`src/rtl/cla_add8_scheduler_if.sv`:
```
// -----------------------------------------------------------------------------
// cla_add8_scheduler_if
//   Bus between the 8-bit add scheduler and the shared 4-bit cla_adder.
//   master: the scheduler (issues nibble operands, consumes the adder result)
//   slave : the cla_adder  (consumes operands, returns sum/carry with ready)
// Signals
//   add_en    1  one-cycle enable that starts a nibble add
//   add_a     4  nibble operand A
//   add_b     4  nibble operand B (already inverted when subtracting)
//   add_cin   1  nibble carry-in
//   add_ready 1  adder result valid
//   add_sum   4  adder nibble sum
//   add_cout  1  adder carry out of bit 3
// -----------------------------------------------------------------------------
interface cla_add8_scheduler_if;
   logic       add_en;
   logic [3:0] add_a;
   logic [3:0] add_b;
   logic       add_cin;
   logic       add_ready;
   logic [3:0] add_sum;
   logic       add_cout;

   modport master (
      output add_en, add_a, add_b, add_cin,
      input  add_ready, add_sum, add_cout
   );

   modport slave (
      input  add_en, add_a, add_b, add_cin,
      output add_ready, add_sum, add_cout
   );
endinterface

```
`src/rtl/cla_add8_scheduler.sv`:
```
// -----------------------------------------------------------------------------
// cla_add8_scheduler
//   Shares one 4-bit cla_adder between two requesters that each need an 8-bit
//   add. Requester 0 is the ALU, requester 1 the PC incrementer. Every add is
//   two adder passes: the low nibble first, then the high nibble with the low
//   pass carry chained in. A round-robin pointer picks who is served when both
//   ask in the same IDLE cycle.
//
// Optional feature
//   CLA_SCHED_SUB_EN  when defined, sub0/sub1 select subtraction: B is applied
//                     inverted and the low-pass carry-in is forced to 1
//                     (c_out=1 then means "no borrow"). When undefined, the
//                     sub inputs are ignored and every operation is an add.
//
// Parameters
//   TIMEOUT  cycles to wait for add_ready in each pass before aborting (1..255)
//   RR_INIT  requester that holds priority after reset (0 or 1)
//
// Ports
//   clk, rst_n      clock (rising edge), asynchronous active-low reset
//   req0/req1       request, held with stable operands until its ack
//   a0/a1, b0/b1    8-bit operands per requester
//   cin0/cin1       carry-in per requester
//   sub0/sub1       subtract select per requester (CLA_SCHED_SUB_EN only)
//   ack0/ack1       one-cycle pulse: result/c_out/ovf/err valid for requester
//   result          8-bit sum, held until the next ack
//   c_out           carry out of bit 7
//   ovf             signed overflow
//   err             operation aborted on timeout (result/c_out/ovf forced 0)
//   busy            high whenever the FSM is not idle
//   add             master side of the cla_adder bus
// -----------------------------------------------------------------------------
module cla_add8_scheduler #(
   parameter int TIMEOUT = 15,
   parameter bit RR_INIT = 1'b0
) (
   input  logic        clk,
   input  logic        rst_n,
   input  logic        req0,
   input  logic        req1,
   input  logic [7:0]  a0,
   input  logic [7:0]  a1,
   input  logic [7:0]  b0,
   input  logic [7:0]  b1,
   input  logic        cin0,
   input  logic        cin1,
   input  logic        sub0,
   input  logic        sub1,
   output logic        ack0,
   output logic        ack1,
   output logic [7:0]  result,
   output logic        c_out,
   output logic        ovf,
   output logic        err,
   output logic        busy,
   cla_add8_scheduler_if.master add
);

   localparam logic [2:0] S_IDLE     = 3'd0;
   localparam logic [2:0] S_LO_ISSUE = 3'd1;
   localparam logic [2:0] S_LO_WAIT  = 3'd2;
   localparam logic [2:0] S_HI_ISSUE = 3'd3;
   localparam logic [2:0] S_HI_WAIT  = 3'd4;
   localparam logic [2:0] S_DONE     = 3'd5;

   // Last counter value before a wait is abandoned: the counter starts at 0 on
   // entry, so a wait gives up after TIMEOUT cycles without add_ready.
   localparam logic [7:0] TIMEOUT_LAST = 8'(TIMEOUT - 1);

   logic [2:0] state;
   logic       ptr;        // requester holding priority on a tie
   logic       grant;      // requester currently being served
   logic       other_req;  // the non-granted requester was also asking at grant
   logic [7:0] op_a;
   logic [7:0] op_b;       // B exactly as applied to the adder
   logic       op_cin;     // low-pass carry-in exactly as applied
   logic       carry;      // carry out of the low pass
   logic [3:0] res_lo;
   logic [7:0] cnt;

   // Arbitration and operand selection for the IDLE cycle.
   logic       grant_next;
   logic [7:0] sel_a;
   logic [7:0] sel_b;
   logic       sel_cin;

   assign grant_next = (req0 && req1) ? ptr : req1;

   // NOTE: every signal assigned in always_comb gets a default first, so no
   // path leaves it unassigned and no latch is inferred.
   always_comb begin
      sel_a   = grant_next ? a1   : a0;
      sel_b   = grant_next ? b1   : b0;
      sel_cin = grant_next ? cin1 : cin0;
`ifdef CLA_SCHED_SUB_EN
      // Two's-complement subtract: a + ~b + 1.
      if (grant_next ? sub1 : sub0) begin
         sel_b   = ~sel_b;
         sel_cin = 1'b1;
      end
`endif
   end

`ifndef CLA_SCHED_SUB_EN
   // Subtract selects have no function in an add-only build.
   logic unused_sub;
   assign unused_sub = sub0 ^ sub1;
`endif

   assign busy = (state != S_IDLE);

   // Adder bus: operands stay stable through the matching WAIT state.
   always_comb begin
      add.add_en  = 1'b0;
      add.add_a   = 4'h0;
      add.add_b   = 4'h0;
      add.add_cin = 1'b0;
      case (state)
         S_LO_ISSUE, S_LO_WAIT: begin
            add.add_en  = (state == S_LO_ISSUE);
            add.add_a   = op_a[3:0];
            add.add_b   = op_b[3:0];
            add.add_cin = op_cin;
         end
         S_HI_ISSUE, S_HI_WAIT: begin
            add.add_en  = (state == S_HI_ISSUE);
            add.add_a   = op_a[7:4];
            add.add_b   = op_b[7:4];
            add.add_cin = carry;
         end
         default: ;
      endcase
   end

   // NOTE: all state here uses non-blocking assignments so every register
   // samples the pre-edge values, independent of statement order.
   // NOTE: the latched operands are reset as well; reset must force every
   // output to 0 and the adder bus is driven from these registers.
   always_ff @(posedge clk or negedge rst_n) begin
      if (!rst_n) begin
         state     <= S_IDLE;
         ptr       <= RR_INIT;
         grant     <= 1'b0;
         other_req <= 1'b0;
         op_a      <= 8'h00;
         op_b      <= 8'h00;
         op_cin    <= 1'b0;
         carry     <= 1'b0;
         res_lo    <= 4'h0;
         cnt       <= 8'h00;
         ack0      <= 1'b0;
         ack1      <= 1'b0;
         result    <= 8'h00;
         c_out     <= 1'b0;
         ovf       <= 1'b0;
         err       <= 1'b0;
      end else begin
         ack0 <= 1'b0;
         ack1 <= 1'b0;
         case (state)
            S_IDLE: begin
               if (req0 || req1) begin
                  grant     <= grant_next;
                  other_req <= req0 && req1;
                  op_a      <= sel_a;
                  op_b      <= sel_b;
                  op_cin    <= sel_cin;
                  state     <= S_LO_ISSUE;
               end
            end

            S_LO_ISSUE: begin
               cnt   <= 8'h00;
               state <= S_LO_WAIT;
            end

            S_HI_ISSUE: begin
               cnt   <= 8'h00;
               state <= S_HI_WAIT;
            end

            S_LO_WAIT, S_HI_WAIT: begin
               // add_ready takes precedence over an expiring counter.
               if (add.add_ready) begin
                  if (state == S_LO_WAIT) begin
                     res_lo <= add.add_sum;
                     carry  <= add.add_cout;
                     state  <= S_HI_ISSUE;
                  end else begin
                     result <= {add.add_sum, res_lo};
                     c_out  <= add.add_cout;
                     // Operands of equal sign giving a result of the other sign.
                     ovf    <= (op_a[7] ~^ op_b[7]) & (add.add_sum[3] ^ op_a[7]);
                     err    <= 1'b0;
                     ack0   <= ~grant;
                     ack1   <= grant;
                     state  <= S_DONE;
                  end
               end else if (cnt == TIMEOUT_LAST) begin
                  result <= 8'h00;
                  c_out  <= 1'b0;
                  ovf    <= 1'b0;
                  err    <= 1'b1;
                  ack0   <= ~grant;
                  ack1   <= grant;
                  state  <= S_DONE;
               end else begin
                  cnt <= cnt + 8'd1;
               end
            end

            S_DONE: begin
               // Priority passes on only if the other side was actually waiting.
               if (other_req) begin
                  ptr <= ~grant;
               end
               state <= S_IDLE;
            end

            default: state <= S_IDLE;
         endcase
      end
   end

endmodule

```
`src/flat_wrapper.sv`:
```
// flat-port wrapper written by rule: the top's interface ports become plain ports
module cla_add8_scheduler_flat 
#(
   parameter int TIMEOUT = 15,
   parameter bit RR_INIT = 1'b0
)
  (clk, rst_n, req0, req1, a0, a1, b0, b1, cin0, cin1, sub0, sub1, ack0, ack1, result, c_out, ovf, err, busy, add_add_en, add_add_a, add_add_b, add_add_cin, add_add_ready, add_add_sum, add_add_cout);
  cla_add8_scheduler_if add_i ();
  input  logic clk;
  input  logic rst_n;
  input  logic req0;
  input  logic req1;
  input  logic [7:0] a0;
  input  logic [7:0] a1;
  input  logic [7:0] b0;
  input  logic [7:0] b1;
  input  logic cin0;
  input  logic cin1;
  input  logic sub0;
  input  logic sub1;
  output logic ack0;
  output logic ack1;
  output logic [7:0] result;
  output logic c_out;
  output logic ovf;
  output logic err;
  output logic busy;
  output wire logic [$bits(add_i.add_en)-1:0] add_add_en;
  output wire logic [$bits(add_i.add_a)-1:0] add_add_a;
  output wire logic [$bits(add_i.add_b)-1:0] add_add_b;
  output wire logic [$bits(add_i.add_cin)-1:0] add_add_cin;
  input wire logic [$bits(add_i.add_ready)-1:0] add_add_ready;
  input wire logic [$bits(add_i.add_sum)-1:0] add_add_sum;
  input wire logic [$bits(add_i.add_cout)-1:0] add_add_cout;
  assign add_add_en = add_i.add_en;
  assign add_add_a = add_i.add_a;
  assign add_add_b = add_i.add_b;
  assign add_add_cin = add_i.add_cin;
  assign add_i.add_ready = add_add_ready;
  assign add_i.add_sum = add_add_sum;
  assign add_i.add_cout = add_add_cout;
  cla_add8_scheduler #(.TIMEOUT(TIMEOUT), .RR_INIT(RR_INIT)) u_core (.clk(clk), .rst_n(rst_n), .req0(req0), .req1(req1), .a0(a0), .a1(a1), .b0(b0), .b1(b1), .cin0(cin0), .cin1(cin1), .sub0(sub0), .sub1(sub1), .ack0(ack0), .ack1(ack1), .result(result), .c_out(c_out), .ovf(ovf), .err(err), .busy(busy), .add(add_i));
endmodule
```
`config.mk`:
```
export PLATFORM = sky130hd
export DESIGN_NAME = cla_add8_scheduler_flat
export DESIGN_NICKNAME = d
export VERILOG_FILES = /design/src/rtl/cla_add8_scheduler_if.sv /design/src/rtl/cla_add8_scheduler.sv /design/src/flat_wrapper.sv
export SDC_FILE = /design/constraint.sdc
export NUM_CORES = 1
export LEC_CHECK = 0
export BUFFER_PORTS_ARGS = -buffer_cell sky130_fd_sc_hd__buf_2
export CORE_MARGIN = 1.5
export CORE_UTILIZATION = 40
export CTS_CLUSTER_SIZE = 10
export DETAILED_ROUTE_END_ITERATION = 16
export PLACE_DENSITY = 0.75
export SYNTH_ARGS = -nofsm -noshare
export SYNTH_HDL_FRONTEND = slang
export SYNTH_SLANG_ARGS = --single-unit
```
`constraint.sdc`:
```
create_clock -name clk -period 1.89 [get_ports clk]
set_input_delay 0.0945 -clock clk [delete_from_list [all_inputs] [get_ports clk]]
set_output_delay 0.0945 -clock clk [all_outputs]
set_load 0.01 [all_outputs]
```
# == Word-level counts from Yosys, hierarchy flattened ==
# Cells that the tools add are included.
# totals
register_bits,49
in_bits,46
output_inout_bits,24
elab_cells,83
# op_classes
bitwise_logic,4
eq_ne,11
n_addsub,1
reduce_logical,16
muxes,35
# op_table
operator,n
8-bit two-way mux,7
1-bit two-way mux,18
4-bit one-hot mux with 2 select lines,2
8-bit one-hot mux with 2 select lines,1
3-bit two-way mux,4
3-bit one-hot mux with 4 select lines,1
3-bit AND reduction,3
"8-bit by 1-bit adder with 8-bit output, second input constant",1
"8-bit by 4-bit == test with 1-bit output, second input constant",1
2-bit OR reduction,4
"3-bit by 2-bit == test with 1-bit output, second input constant",2
"3-bit == test, second input constant",2
"2-bit inequality test, second input constant",3
2-bit AND reduction,3
1-bit one-hot mux with 2 select lines,2
2-bit nonzero test,2
"3-bit by 1-bit == test with 1-bit output, second input constant",1
3-bit zero test,1
"3-bit by 2-bit inequality test with 1-bit output, second input constant",1
3-bit nonzero test,1
"2-bit by 1-bit inequality test with 1-bit output, second input constant",1
1-bit bitwise AND,1
1-bit logical AND,1
1-bit logical OR,1
other kinds (3),3

# == Longest topological paths before layout ==
# Gate-level depths: netlist of run 1.
# logic_depth
word_depth,4
ltp_mapped,7
ltp_nobuf,6

# == Worst setup path after synthesis of run 1 ==
# OpenSTA, ideal clock, no wires.
# synth_timing
kind,reg-to-reg
start,register u_core.cnt[0]
end,register u_core.result[0]
period_less_slack_ns,1.729
setup_ns,0.121
arrival_ns,1.608
path_stages_with_launch,8
required_time_ns,1.769
n_path_buf,1
slack_ns,0.161
path_cell_list,dfrtp_1 -> inv_1 -> ha_1 -> nor4b_4 -> and2_4 -> o211ai_4 -> buf_6 -> a22o_1
# synth_via
elab_chain_cells,3
# synth_rtl
element,line_no,source
from (decl),cla_add8_scheduler.sv:79,logic [7:0] cnt;
from (signal assigned),cla_add8_scheduler.sv:208,cnt <= cnt + 8'd1;
8-bit by 4-bit == test with 1-bit output,cla_add8_scheduler.sv:199,end else if (cnt == TIMEOUT_LAST) begin
2-bit nonzero test (no source line),--,
3-bit AND reduction (no source line),--,
to (signal assigned),cla_add8_scheduler.sv:190,"result <= {add.add_sum, res_lo};"
to (decl),cla_add8_scheduler.sv:51,"output logic [7:0] result,"
# Every way passes these cells.
# A chain may end at the register's enable or synchronous reset.

# == Final worst setup path of run 1 ==
# layout_timing
start,register u_core.state[0]
end,output port add_add_cin
# layout_via
elab_chain_cells,3
word_cells_on_any_way,7
cone_classes,eq/ne: 4; mux: 1; reduce/logical: 2
# layout_rtl
element,line_no,source
from (decl),cla_add8_scheduler.sv:70,logic [2:0] state;
from (signal assigned),cla_add8_scheduler.sv:141,state <= S_IDLE;
from (signal assigned),cla_add8_scheduler.sv:168,state <= S_LO_ISSUE;
from (signal assigned),cla_add8_scheduler.sv:174,state <= S_LO_WAIT;
"3-bit == test, or another cell as far along",cla_add8_scheduler.sv:118,case (state)
2-bit OR reduction,cla_add8_scheduler.sv:118,
1-bit one-hot mux with 2 select lines *,cla_add8_scheduler.sv:118,
to (decl),flat_wrapper.sv:31,output wire logic [$bits(add_i.add_cin)-1:0] add_add_cin;
# Every way passes the cells marked *; elsewhere a longest branch is shown, timed or not.

==> reports/summary.json, run 1 <==
{
  "grt_max_degree": 38,
  "drive_gt1_share_pct": 30.9,
  "vias_per_cell": 5.40,
  "synth_warnings": 0,
  "gp_congestion": 0.872,
  "critPathMaxFanout": 16,
  "fillers": 645,
  "floorplan.die_area_um2": 7640,
  "ys_types": 55,
  "clock_sinks": 49,
  "synth.top_cell.area_share_pct": 43.0,
  "yosys.area.top_type": "sky130_fd_sc_hd__dfrtp_1",
  "critPathLaunchType": "register",
  "floorplan.initialDensity_pct": 41.7,
  "ys_seq_area_share_pct": 43.0,
  "layout-area-overhead-vs-synth_pct": 23.6,
  "mappedNetlistArea_um2": 2850,
  "antenna_cells": 0,
  "drt-initial-drc-count": 313,
  "timing.setup.tns_ns": 0,
  "cpLargestDelayFamily": "buffers and inverters",
  "critical_path_required_ns": 1.80,
  "drv_cap": 0,
  "wire_length_of_the_first_global_routing_pass_um": 11300,
  "clk_latency_ns": 0.30,
  "setup.worst_path.class": "register to primary output",
  "period_share_pct": 94.3,
  "total_via_count_after_detailed_routing": 2597,
  "clock_tree.buffer_depth": 2,
  "critical_path.n_buffers_inverters": 4,
  "critical_path.endpoint_type": "primary output",
  "num_cts_buffers": 5,
  "achievable_freq_ghz": 0.561,
  "finalHoldViolCount": 0,
  "cts_tree": "yes",
  "number_of_flops_mapped_to_enable_cells_by_yosys": 0,
  "drt_wl_total_um": 6860,
  "first_global_vias": 2419,
  "timing.critical_path.slowest_stage_cell": "sky130_fd_sc_hd__dfrtp_1",
  "detailedPlace.worstSlack_ns": 0.172,
  "relSlewSlack_pct": 60.1,
  "vdd_drop_max_v": 0.000771,
  "grt_busiest_layer": "met2",
  "placement_rows": 30,
  "synthesis.area_per_instance_um2": 9.22,
  "power.static_leakage_nw": 1.70,
  "boundaryPins": 70,
  "fin_crit_ns": 1.78,
  "synth_async_sr_flop_share_pct": 100,
  "power-per-cell-area_nw_per_um2": 1460,
  "timing.critical_path.arrival_ns": 1.69,
  "crit_path_max_incr_delay_ns": 0.42,
  "globalRouteMet2Util_pct": 30.2,
  "rsz_0062_raised_after_global_routing": "no",
  "multi_input_area_um2": 1490,
  "tightestPinTransition_ns": 0.599,
  "status": "complete, no violations",
  "finalNetCount": 432,
  "postSynth.topFlopCell": "sky130_fd_sc_hd__dfrtp_1",
  "holdCritPathClass": "input port to register",
  "yosys.cell_count.top_type": "sky130_fd_sc_hd__dfrtp_1",
  "port_buffers": 67,
  "postSynthRegisterBits": 49,
  "seqCellArea_um2": 1230,
  "synth_common_cells": "49 x sky130_fd_sc_hd__dfrtp_1, 43 x sky130_fd_sc_hd__nand2_1, 32 x sky130_fd_sc_hd__o21ai_0",
  "hpwlAfterDp_um": 4850,
  "drt.antenna.violating_nets": 0,
  "grt_remaining_overflow": 0,
  "clkTransAtPathRegs_ns": 0.10,
  "die_h_um": 87.4,
  "core_area_um2": 6830,
  "wire_per_inst_um": 14.3,
  "antenna_found_initial": 0,
  "cell_chain_of_the_critical_path": "buf_8 > inv_1 > nor2_1 > buf_4 > a21oi_1 > o21ai_0 > buf_2",
  "timing.final.ws_setup_ns": 0.107,
  "track_usage_pct": 18.6,
  "clock_tree.htree_level_count": 2,
  "post_synth_main_area_contributors": "sky130_fd_sc_hd__dfrtp_1 43%, sky130_fd_sc_hd__mux2i_1 9.5%, sky130_fd_sc_hd__nand2_1 5.7%",
  "syn_inst": 309,
  "cts-root-buf": "sky130_fd_sc_hd__clkbuf_8",
  "globalRouteMet1Util_pct": 25.2,
  "drc_errors": 0,
  "die_width_um": 87.4,
  "slew_violations": 0,
  "global_route_met3_usage_pct": 3.32,
  "finalSetupViolCount": 0,
  "mappedNetlistNets": 357,
  "detail_route.first_pass.iterations": 4,
  "clock-skew-final_ns": 0.00865
}
-- layer usage --
metal	share of wire, %	routed length [um]	vias to the layer above
met3	7.1	488	8
met4	1.4	93	0
met2	46	3190	110
met5	0	0	-
met1	45	3090	1217
li1	-	-	1262
-- cells by family (layout without fill, tap and decap cells) --
logic type                 after synthesis  in the layout  share of synthesized area [%]
AOI/OAI and AO/OA                       83             83                           19.6
adders and majority gates                2              2                          0.878
muxes                                   33             33                           11.9
buffers and inverters                   31            107                           5.14
and+or+nand+nor                        111            111                           19.5
DFF                                     49             49                           43.0
-- placed cells by master (no fill, tap or decap), types with 8 or more instances in the layout --
cell type / instances
sky130_fd_sc_hd__nor3_1: 9
sky130_fd_sc_hd__nor2_1: 22
sky130_fd_sc_hd__a22o_1: 9
sky130_fd_sc_hd__inv_1: 10
sky130_fd_sc_hd__dfrtp_1: 47
sky130_fd_sc_hd__o21ai_0: 30
sky130_fd_sc_hd__buf_4: 20
sky130_fd_sc_hd__nand3_1: 8
sky130_fd_sc_hd__mux2i_1: 27
sky130_fd_sc_hd__buf_2: 67
sky130_fd_sc_hd__nand2_1: 43
sky130_fd_sc_hd__a21oi_1: 12
-- where the power goes --
group	switching, W	total [W]	internal (W)
combinational	0.00134	0.00242	0.00108
clock	0.000362	0.000888	0.000526
sequential	0.000387	0.00186	0.00147
total	0.00209	0.00516	0.00307
-- through the flow --
step | instance area (um^2) | hold WS, ns | power (W) | utilization, % | std cells
final | 3520 | 0.0182 | 0.00516 | 51.6 | 481
after floorplan | 2850 | -0.201 | 0.00341 | - | 309
after detailed placement | 3350 | 0.129 | 0.00421 | 49.0 | 470
after global routing | 3520 | 0.0117 | 0.00553 | 51.6 | 481
after CTS | 3510 | 0.0146 | 0.00514 | 51.4 | 480
after global placement | 3350 | 0.134 | 0.00413 | 49.0 | 470
-- state kept, by name (all words and copies together) (netlist names), 3 cells and up --
name           flops
u_core.state       3
u_core.cnt         8
u_core.res_lo      4
u_core.result      8
u_core.op_b        8
u_core.op_a        8
-- cell type report --
class                      instances  area share [%]
clock buffer                       5            1.95
clock inverter                     3            1.85
sequential                        49            34.9
tap                               96            3.41
timing repair buffer              89            14.5
inverter                          10            1.07
multi-input combinational        229            42.4
-- worst paths after layout --
kind | startpoint | endpoint | slack (ns) | cells after the start
worst max-delay path | u_core.state[0]$_DFFE_PN0P_ | add_add_cin | 0.11 | 7
worst min-delay path | add_add_sum[1] | u_core.result[5]$_DFFE_PN0P_ | 0.02 | 2
worst max register to register | u_core.cnt[0]$_DFFE_PN0P_ | u_core.state[0]$_DFFE_PN0P_ | 0.14 | 7
worst min register to register | u_core.grant$_DFFE_PN0P_ | u_core.ack0$_DFF_PN0_ | 0.45 | 1
max in group asynchronous | rst_n | u_core.res_lo[2]$_DFFE_PN0P_ | 0.92 | 3
min in group asynchronous | rst_n | u_core.cnt[6]$_DFFE_PN0P_ | 0.32 | 2
-- timing repair --
item | in CTS | in global routing
pin swaps | 1 | 0
endpoints found under the hold margin | 23 | 0
buffers inserted | 1 | 1
resized for setup | 3 | 4
setup endpoints to repair | 6 | 10
hold buffers | 1 | 0
gates cloned | 0 | 0
Note: power is estimated with default switching activity, not from simulation.
==> run 2: changes to the inputs <==
--- a/config.mk
+++ b/config.mk
@@ -10,6 +10,7 @@
 export CORE_UTILIZATION = 40
 export CTS_CLUSTER_SIZE = 10
 export DETAILED_ROUTE_END_ITERATION = 16
+export MAX_ROUTING_LAYER = met4
 export PLACE_DENSITY = 0.75
 export SYNTH_ARGS = -nofsm -noshare
 export SYNTH_HDL_FRONTEND = slang
==> constraint.sdc (replaced) <==
create_clock -name clk -period 1.89 [get_ports clk]
set_input_delay 0.378 -clock clk [delete_from_list [all_inputs] [get_ports clk]]
set_output_delay 0.378 -clock clk [all_outputs]
set_load 0.01 [all_outputs]
==> run 2 against run 1 <==
The flow now finishes with violations (negative setup slack). Non-clock buffer count up 8. Design area up 4.0%. First-iteration DRC count down 5.4%. Count of clock-buffer cells in the layout unchanged. Via count up 4.4%. Die area unchanged. Setup slack worse by 0.17 ns. Power up 2.9%. Maximum frequency down 8.7%. Critical path depth down 1.
==> reports/summary.json, run 2 (synthesized netlist as in run 1, its figures left out) <==
{
  "crit_path_max_incr_delay": {"value": 0.47, "unit": "ns", "change": "+0.05 ns"},
  "grt_remaining_overflow": {"value": 0, "change": "unchanged"},
  "drt_wl_total": {"value": 7380, "unit": "um", "change": "+7.5%"},
  "hold_slack": {"value": 0.0293, "unit": "ns", "change": "+0.0111 ns"},
  "tightestPinTransition": {"value": 0.458, "unit": "ns", "change": "-0.141 ns"},
  "route.met3.wl": {"value": 526, "unit": "um", "change": "+7.8%"},
  "drc_errors": {"value": 0, "change": "unchanged"},
  "cell_chain_of_the_critical_path": "or2_4 > nor2_4 > buf_6 > nand2_1 > o21ai_1 > buf_2",
  "die_width": {"value": 87.4, "unit": "um", "change": "unchanged"},
  "r2r.worst_path.cells": {"value": 6, "change": "-1"},
  "antenna_cells": {"value": 0, "change": "unchanged"},
  "track_usage": {"value": 20.0, "unit": "%", "change": "+1.5 points"},
  "timing.final.ws_setup": {"value": -0.0634, "unit": "ns", "change": "-0.170 ns"},
  "drt-initial-drc-count": {"value": 296, "change": "-5.4%"},
  "antenna_found_initial": {"value": 0, "change": "unchanged"},
  "critPathLaunchType": "register",
  "core_area": {"value": 6830, "unit": "um^2", "change": "unchanged"},
  "drt.antenna.violating_nets": {"value": 0, "change": "unchanged"},
  "achievable_freq": {"value": 0.512, "unit": "GHz", "change": "-8.7%"},
  "postLayoutCoreUtil": {"value": 53.6, "unit": "%", "change": "+2.1 points"},
  "finalSetupViolCount": {"value": 9, "change": "+9"},
  "most-common-layout-cells": "67 x sky130_fd_sc_hd__buf_2, 44 x sky130_fd_sc_hd__dfrtp_1, 40 x sky130_fd_sc_hd__nand2_1",
  "cts-hold-fix-buffers": {"value": 0, "change": "-1"},
  "power-per-cell-area": {"value": 1450, "unit": "nW/um^2", "change": "-1.1%"},
  "top_layer_used": "met4",
  "slew_violations": {"value": 0, "change": "unchanged"},
  "placement_rows": {"value": 30, "change": "unchanged"},
  "vias_per_cell": {"value": 5.54, "change": "+2.7%"},
  "power.static_leakage": {"value": 1.74, "unit": "nW", "change": "+2.4%"},
  "clk_latency": {"value": 0.31, "unit": "ns", "change": "about the same"},
  "critPathMaxFanout": {"value": 5, "change": "-11"},
  "clock_tree.buffer_depth": {"value": 2, "change": "unchanged"},
  "status": "finished with violations",
  "port_buffers": {"value": 67, "change": "unchanged"},
  "cts-root-buf": "sky130_fd_sc_hd__clkbuf_8",
  "relSlewSlack": {"value": 69.1, "unit": "%", "change": "+9.0 points"},
  "timing.critical_path.arrival": {"value": 1.58, "unit": "ns", "change": "-0.11 ns"},
  "finalHoldViolCount": {"value": 0, "change": "unchanged"},
  "floorplan.initialDensity": {"value": 41.7, "unit": "%", "change": "unchanged"},
  "detailedPlace.worstSlack": {"value": 0.0990, "unit": "ns", "change": "-0.0732 ns"},
  "clock-skew-final": {"value": 0.0156, "unit": "ns", "change": "+0.00699 ns"},
  "vdd_drop_max": {"value": 0.000867, "unit": "V", "change": "+12%"},
  "period_share": {"value": 103, "unit": "%", "change": "+9.0 points"},
  "cpLargestDelayFamily": "flip-flops",
  "detail_route.first_pass.iterations": {"value": 5, "change": "+1"},
  "setup.worst_path.class": "register to primary output",
  "gp_congestion": {"value": 0.991, "change": "+14%"},
  "holdCritPathClass": "input port to asynchronous set/reset pin",
  "fin_crit": {"value": 1.95, "unit": "ns", "change": "+0.170 ns"},
  "floorplan.die_area": {"value": 7640, "unit": "um^2", "change": "unchanged"},
  "total_via_count_after_detailed_routing": {"value": 2711, "change": "+4.4%"},
  "clock_tree.htree_level_count": {"value": 2, "change": "unchanged"},
  "critical_path.n_buffers_inverters": {"value": 2, "change": "-2"},
  "rrSetupSlack": {"value": 0.09, "unit": "ns", "change": "-0.05 ns"},
  "wire_per_inst": {"value": 15.1, "unit": "um", "change": "+5.8%"},
  "drv_cap": {"value": 0, "change": "unchanged"},
  "drive_gt1_share": {"value": 36.1, "unit": "%", "change": "+5.2 points"},
  "grt_max_degree": {"value": 50, "change": "+32%"},
  "finalNetCount": {"value": 440, "change": "+1.9%"},
  "dr_wl_met2": {"value": 3560, "unit": "um", "change": "+12%"},
  "wire_length_of_the_first_global_routing_pass": {"value": 11600, "unit": "um", "change": "+2.9%"},
  "clock_sinks": {"value": 49, "change": "unchanged"},
  "route.layer.met1.wl": {"value": 3110, "unit": "um", "change": "+0.52%"},
  "first_global_vias": {"value": 2480, "change": "+2.5%"},
  "timing.critical_path.slowest_stage_cell": "sky130_fd_sc_hd__dfrtp_2",
  "die_h": {"value": 87.4, "unit": "um", "change": "unchanged"},
  "worst_r2r_end": "u_core.ovf$_DFFE_PN0P_",
  "critical_path.endpoint_type": "primary output",
  "cts_tree": "yes",
  "most_common_cell_after_layout_fill_and_taps_aside": "sky130_fd_sc_hd__buf_2",
  "layout-area-overhead-vs-synth_pct": 28.5,
  "critical_path_required": {"value": 1.51, "unit": "ns", "change": "-0.29 ns"},
  "boundaryPins": {"value": 70, "change": "unchanged"},
  "violations_in_the_final_reports": "negative setup slack",
  "rsz_0062_raised_after_global_routing": "yes",
  "worst_r2r_startpoint": "u_core.cnt[0]$_DFFE_PN0P_",
  "clkTransAtPathRegs": {"value": 0.11, "unit": "ns", "change": "about the same"},
  "num_cts_buffers": {"value": 5, "change": "unchanged"},
  "hpwlAfterDp": {"value": 4870, "unit": "um", "change": "+0.44%"}
}
==> run 2: changes by cell type in the layout (fill, tap and decap cells not counted), sizes merged <==
cell and delta:
buf +8, clkinv -1, bufinv -2, clkinvlp +3
clkbuf +1, dlygate4sd3 -1
==> run 2: power by group <==
| group | switching [W] | internal, W |
|---|---|---|
| Combinational | 0.00147 | 0.00129 |
| Clock | 0.000401 | 0.000270 |
| Sequential | 0.000408 | 0.00147 |
==> run 2: how the worst max path moves through the flow <==
| stage | cells after the start | from | to |
|---|---|---|---|
| after CTS | 6 | u_core.state[0]$_DFFE_PN0P_ | add_add_a[2] |
| after detailed placement | 6 | u_core.cnt[0]$_DFFE_PN0P_ | u_core.cnt[3]$_DFFE_PN0P_ |
| after global routing | 6 | u_core.state[0]$_DFFE_PN0P_ | add_add_cin |
| after floorplan | 7 | u_core.cnt[0]$_DFFE_PN0P_ | u_core.result[0]$_DFFE_PN0P_ |
| final | 6 | u_core.state[0]$_DFFE_PN0P_ | add_add_a[1] |
| after global placement | 6 | u_core.cnt[0]$_DFFE_PN0P_ | u_core.c_out$_DFFE_PN0P_ |
==> run 2: timing repair <==
| item | CTS | global route |
|---|---|---|
| setup buffers | 3 | 7 |
| gates cloned | 0 | 2 |
| endpoints found under the setup margin | 10 | 22 |
| gates resized for setup | 18 | 17 |
| pin swaps | 3 | 5 |
==> run 2: final cells by class <==
cell class / instances / area [um^2]
repair buffers: 97 / 643
flip-flops and latches: 49 / 1230
well taps: 96 / 120
clock buffers: 5 / 68.8
multi-input cells: 229 / 1530
inverters: 10 / 41.3
fillers: 617 / 3170
clock inverters: 3 / 26.3
==> run 2: through the flow <==
| stage | area [um^2] | setup TNS (ns) | power [W] | cells |
|---|---|---|---|---|
| finish | 3660 | -0.444 | 0.00531 | 489 |
| floorplan | 2850 | 0 | 0.00341 | 309 |
| global placement | 3380 | 0 | 0.00417 | 469 |
| detailed placement | 3380 | 0 | 0.00425 | 469 |
| global route | 3660 | -1.12 | 0.00570 | 489 |
| CTS | 3530 | -0.507 | 0.00507 | 480 |
==> run 2: routing by layer <==
metal | up-vias | track usage, %
li1 | 1282 | -
met5 | - | -
met4 | 0 | 7.50
met2 | 132 | 31.7
met3 | 23 | 4.08
met1 | 1274 | 25.3
==> run 2: worst reg2reg max path, cell delays in order (launching register included) <==
cell and delay (ns):
sky130_fd_sc_hd__dfrtp_2 0.46, sky130_fd_sc_hd__inv_1 0.09, sky130_fd_sc_hd__ha_1 0.15, sky130_fd_sc_hd__nor4b_4 0.29, sky130_fd_sc_hd__and2_4 0.24, sky130_fd_sc_hd__o211ai_4 0.15
sky130_fd_sc_hd__a22o_2 0.31
==> run 3: changes to the inputs <==
--- a/config.mk
+++ b/config.mk
@@ -7,11 +7,11 @@
 export LEC_CHECK = 0
 export BUFFER_PORTS_ARGS = -buffer_cell sky130_fd_sc_hd__buf_2
 export CORE_MARGIN = 1.5
-export CORE_UTILIZATION = 40
+export CORE_UTILIZATION = 50
 export CTS_CLUSTER_SIZE = 10
 export DETAILED_ROUTE_END_ITERATION = 16
 export MAX_ROUTING_LAYER = met4
-export PLACE_DENSITY = 0.75
+export PLACE_DENSITY = 0.88
 export SYNTH_ARGS = -nofsm -noshare
 export SYNTH_HDL_FRONTEND = slang
 export SYNTH_SLANG_ARGS = --single-unit
==> run 3 against run 2 <==
The run still ends with negative setup slack left. Cell count fell by 5.3%. Critical path depth unchanged. Wire length is 2.5% lower. Critical path type unchanged. Largest cell class unchanged. Highest routed layer unchanged.
==> reports/summary.json, run 3 (synthesized netlist as in run 1, its figures left out) <==
{
  "status": "finished with violations",
  "violations_in_the_final_reports": "negative setup slack",
  "track_usage": {"value": 25.4, "unit": "%", "change": "+5.3 points"},
  "postLayoutCoreUtil": {"value": 64.9, "unit": "%", "change": "+11 points"},
  "grt_remaining_overflow": {"value": 0, "change": "unchanged"},
  "core_area": {"value": 5510, "unit": "um^2", "change": "-19%"},
  "placement_rows": {"value": 27, "change": "-10%"},
  "first_global_vias": {"value": 2631, "change": "+6.1%"},
  "setup.worst_path.class": "register to primary output",
  "die_h": {"value": 78.5, "unit": "um", "change": "-10%"},
  "cts-root-buf": "sky130_fd_sc_hd__clkbuf_8",
  "finalNetCount": {"value": 438, "change": "-0.45%"},
  "antenna_cells": {"value": 0, "change": "unchanged"},
  "power.static_leakage": {"value": 1.74, "unit": "nW", "change": "-0.35%"},
  "drt-initial-drc-count": {"value": 246, "change": "-17%"},
  "clk_latency": {"value": 0.31, "unit": "ns", "change": "about the same"},
  "clock_tree.htree_level_count": {"value": 2, "change": "unchanged"},
  "fin_crit": {"value": 1.95, "unit": "ns", "change": "-0.00497 ns"},
  "total_via_count_after_detailed_routing": {"value": 2724, "change": "+0.48%"},
  "die_width": {"value": 78.5, "unit": "um", "change": "-10%"},
  "layout.cells.non_filler": {"value": 463, "change": "-5.3%"},
  "critical_path_required": {"value": 1.51, "unit": "ns", "change": "about the same"},
  "cell_chain_of_the_critical_path": "or2_4 > nor2_4 > buf_12 > nand2_1 > o21ai_1 > buf_2",
  "wire_length_of_the_first_global_routing_pass": {"value": 12100, "unit": "um", "change": "+3.9%"},
  "crit_path_max_incr_delay": {"value": 0.46, "unit": "ns", "change": "about the same"},
  "finalHoldViolCount": {"value": 0, "change": "unchanged"},
  "period_share": {"value": 103, "unit": "%", "change": "-0.26 points"},
  "tightestPinTransition": {"value": 0.524, "unit": "ns", "change": "+0.0657 ns"},
  "clock-skew-final": {"value": 0.00741, "unit": "ns", "change": "-0.00824 ns"},
  "worst_r2r_startpoint": "u_core.cnt[0]$_DFFE_PN0P_",
  "hpwlAfterDp": {"value": 5130, "unit": "um", "change": "+5.3%"},
  "slew_violations": {"value": 0, "change": "unchanged"},
  "wire_per_inst": {"value": 15.5, "unit": "um", "change": "+2.9%"},
  "clock_sinks": {"value": 49, "change": "unchanged"},
  "detail_route.first_pass.iterations": {"value": 6, "change": "+1"},
  "vias_per_cell": {"value": 5.88, "change": "+6.1%"},
  "drt.antenna.violating_nets": {"value": 0, "change": "unchanged"},
  "num_cts_buffers": {"value": 5, "change": "unchanged"},
  "power-per-cell-area": {"value": 1480, "unit": "nW/um^2", "change": "+2.0%"},
  "achievable_freq": {"value": 0.513, "unit": "GHz", "change": "+0.26%"},
  "relSlewSlack": {"value": 65.1, "unit": "%", "change": "-4.0 points"},
  "critical_path.n_buffers_inverters": {"value": 2, "change": "unchanged"},
  "floorplan.initialDensity": {"value": 51.8, "unit": "%", "change": "+10 points"},
  "grt_max_degree": {"value": 38, "change": "-24%"},
  "drive_gt1_share": {"value": 33.5, "unit": "%", "change": "-2.6 points"},
  "clkTransAtPathRegs": {"value": 0.10, "unit": "ns", "change": "about the same"},
  "rrSetupSlack": {"value": 0.12, "unit": "ns", "change": "+0.03 ns"},
  "holdCritPathClass": "input port to asynchronous set/reset pin",
  "most_common_cell_after_layout_fill_and_taps_aside": "sky130_fd_sc_hd__buf_2",
  "drv_cap": {"value": 0, "change": "unchanged"},
  "clock_tree.buffer_depth": {"value": 2, "change": "unchanged"},
  "r2r.worst_path.cells": {"value": 6, "change": "unchanged"},
  "drc_errors": {"value": 0, "change": "unchanged"},
  "layout-area-overhead-vs-synth_pct": 25.5,
  "worst_r2r_end": "u_core.ovf$_DFFE_PN0P_",
  "boundaryPins": {"value": 70, "change": "unchanged"},
  "most-common-layout-cells": "67 x sky130_fd_sc_hd__buf_2, 45 x sky130_fd_sc_hd__dfrtp_1, 43 x sky130_fd_sc_hd__nand2_1",
  "critPathMaxFanout": {"value": 10, "change": "+5"},
  "antenna_found_initial": {"value": 0, "change": "unchanged"},
  "vdd_drop_max": {"value": 0.000707, "unit": "V", "change": "-18%"},
  "hold_slack": {"value": 0.0334, "unit": "ns", "change": "+0.00411 ns"},
  "critical_path.endpoint_type": "primary output",
  "rsz_0062_raised_after_global_routing": "yes",
  "gp_congestion": {"value": 0.917, "change": "-7.4%"},
  "timing.critical_path.slowest_stage_cell": "sky130_fd_sc_hd__dfrtp_2",
  "finalSetupViolCount": {"value": 9, "change": "unchanged"},
  "placed_cells": {"value": 453, "change": "-3.4%"},
  "critPathLaunchType": "register",
  "timing.final.ws_setup": {"value": -0.0584, "unit": "ns", "change": "+0.00497 ns"},
  "timing.critical_path.arrival": {"value": 1.57, "unit": "ns", "change": "about the same"},
  "floorplan.die_area": {"value": 6160, "unit": "um^2", "change": "-19%"},
  "cts_tree": "yes",
  "port_buffers": {"value": 67, "change": "unchanged"},
  "drt_wl_total": {"value": 7190, "unit": "um", "change": "-2.5%"},
  "cpLargestDelayFamily": "flip-flops"
}
run 3: cell count changes in the layout (fill, tap and decap cells not counted), moves of 2 or more:
cell / delta
sky130_fd_sc_hd__nand2_2: -3
sky130_fd_sc_hd__buf_4: +2
sky130_fd_sc_hd__o21ai_0: -2
sky130_fd_sc_hd__clkinvlp_4: -3
sky130_fd_sc_hd__nand2_1: +3
sky130_fd_sc_hd__o21ai_2: -2
sky130_fd_sc_hd__buf_6: -2
sky130_fd_sc_hd__o21ai_1: +4
run 3: through the flow:
step / setup slack [ns] / total power, W / setup TNS [ns] / area (um^2)
after global placement: 0.129 / 0.00426 / 0 / 3410
final: -0.0584 / 0.00529 / -0.326 / 3580
after floorplan: 0.161 / 0.00341 / 0 / 2850
after CTS: -0.0416 / 0.00522 / -0.153 / 3550
after detailed placement: 0.113 / 0.00438 / 0 / 3410
after global routing: -0.132 / 0.00566 / -1.03 / 3580
run 3: worst max-delay path by stage:
stage	startpoint	endpoint	slack (ns)	cells past startpoint
finish	u_core.state[0]$_DFFE_PN0P_	add_add_cin	-0.06	6
global route	u_core.state[0]$_DFFE_PN0P_	add_add_cin	-0.13	6
CTS	u_core.state[0]$_DFFE_PN0P_	add_add_cin	-0.04	6
detailed placement	u_core.state[2]$_DFFE_PN0P_	add_add_cin	0.11	6
global placement	u_core.state[2]$_DFFE_PN0P_	add_add_a[0]	0.13	6
floorplan	u_core.cnt[0]$_DFFE_PN0P_	u_core.result[0]$_DFFE_PN0P_	0.16	7
run 3: final cells by class:
| class | count | area, um^2 |
|---|---|---|
| clock buffer | 5 | 68.8 |
| clock inverter | 3 | 43.8 |
| fill | 438 | 1930 |
| inverter | 10 | 37.5 |
| multi-input combinational | 229 | 1510 |
| sequential | 49 | 1230 |
| tap | 72 | 90.1 |
| timing repair buffer | 95 | 591 |
run 3: worst reg2reg max path, delay by kind of cell (launching register included):
kind	cells	cell delay, ns
AO/OA/AOI/OAI	2	0.45
adder cells (fa/ha/maj)	1	0.14
flip-flops	1	0.45
buffers and inverters	1	0.08
AND/OR/NAND/NOR	2	0.53
run 3: layer usage:
metal,part of all wire [%],up-vias,GRT usage [%]
li1,-,1287,-
met4,1.4,0,8.57
met5,0,-,-
met2,50,117,42.4
met3,6.3,13,4.65
met1,42,1307,30.9
run 3: what timing repair did:
action,in CTS,in global routing
buffers inserted,2,0
setup endpoints to repair,9,16
resized for setup,14,7
pin swaps,0,1
hold buffers,0,0
run 3: power breakdown:
part	leakage, nW	switching (W)	internal, W
registers	0.619	0.000379	0.00147
clock network	0.0585	0.000379	0.000397
logic	1.06	0.00144	0.00122
total	1.74	0.00220	0.00309
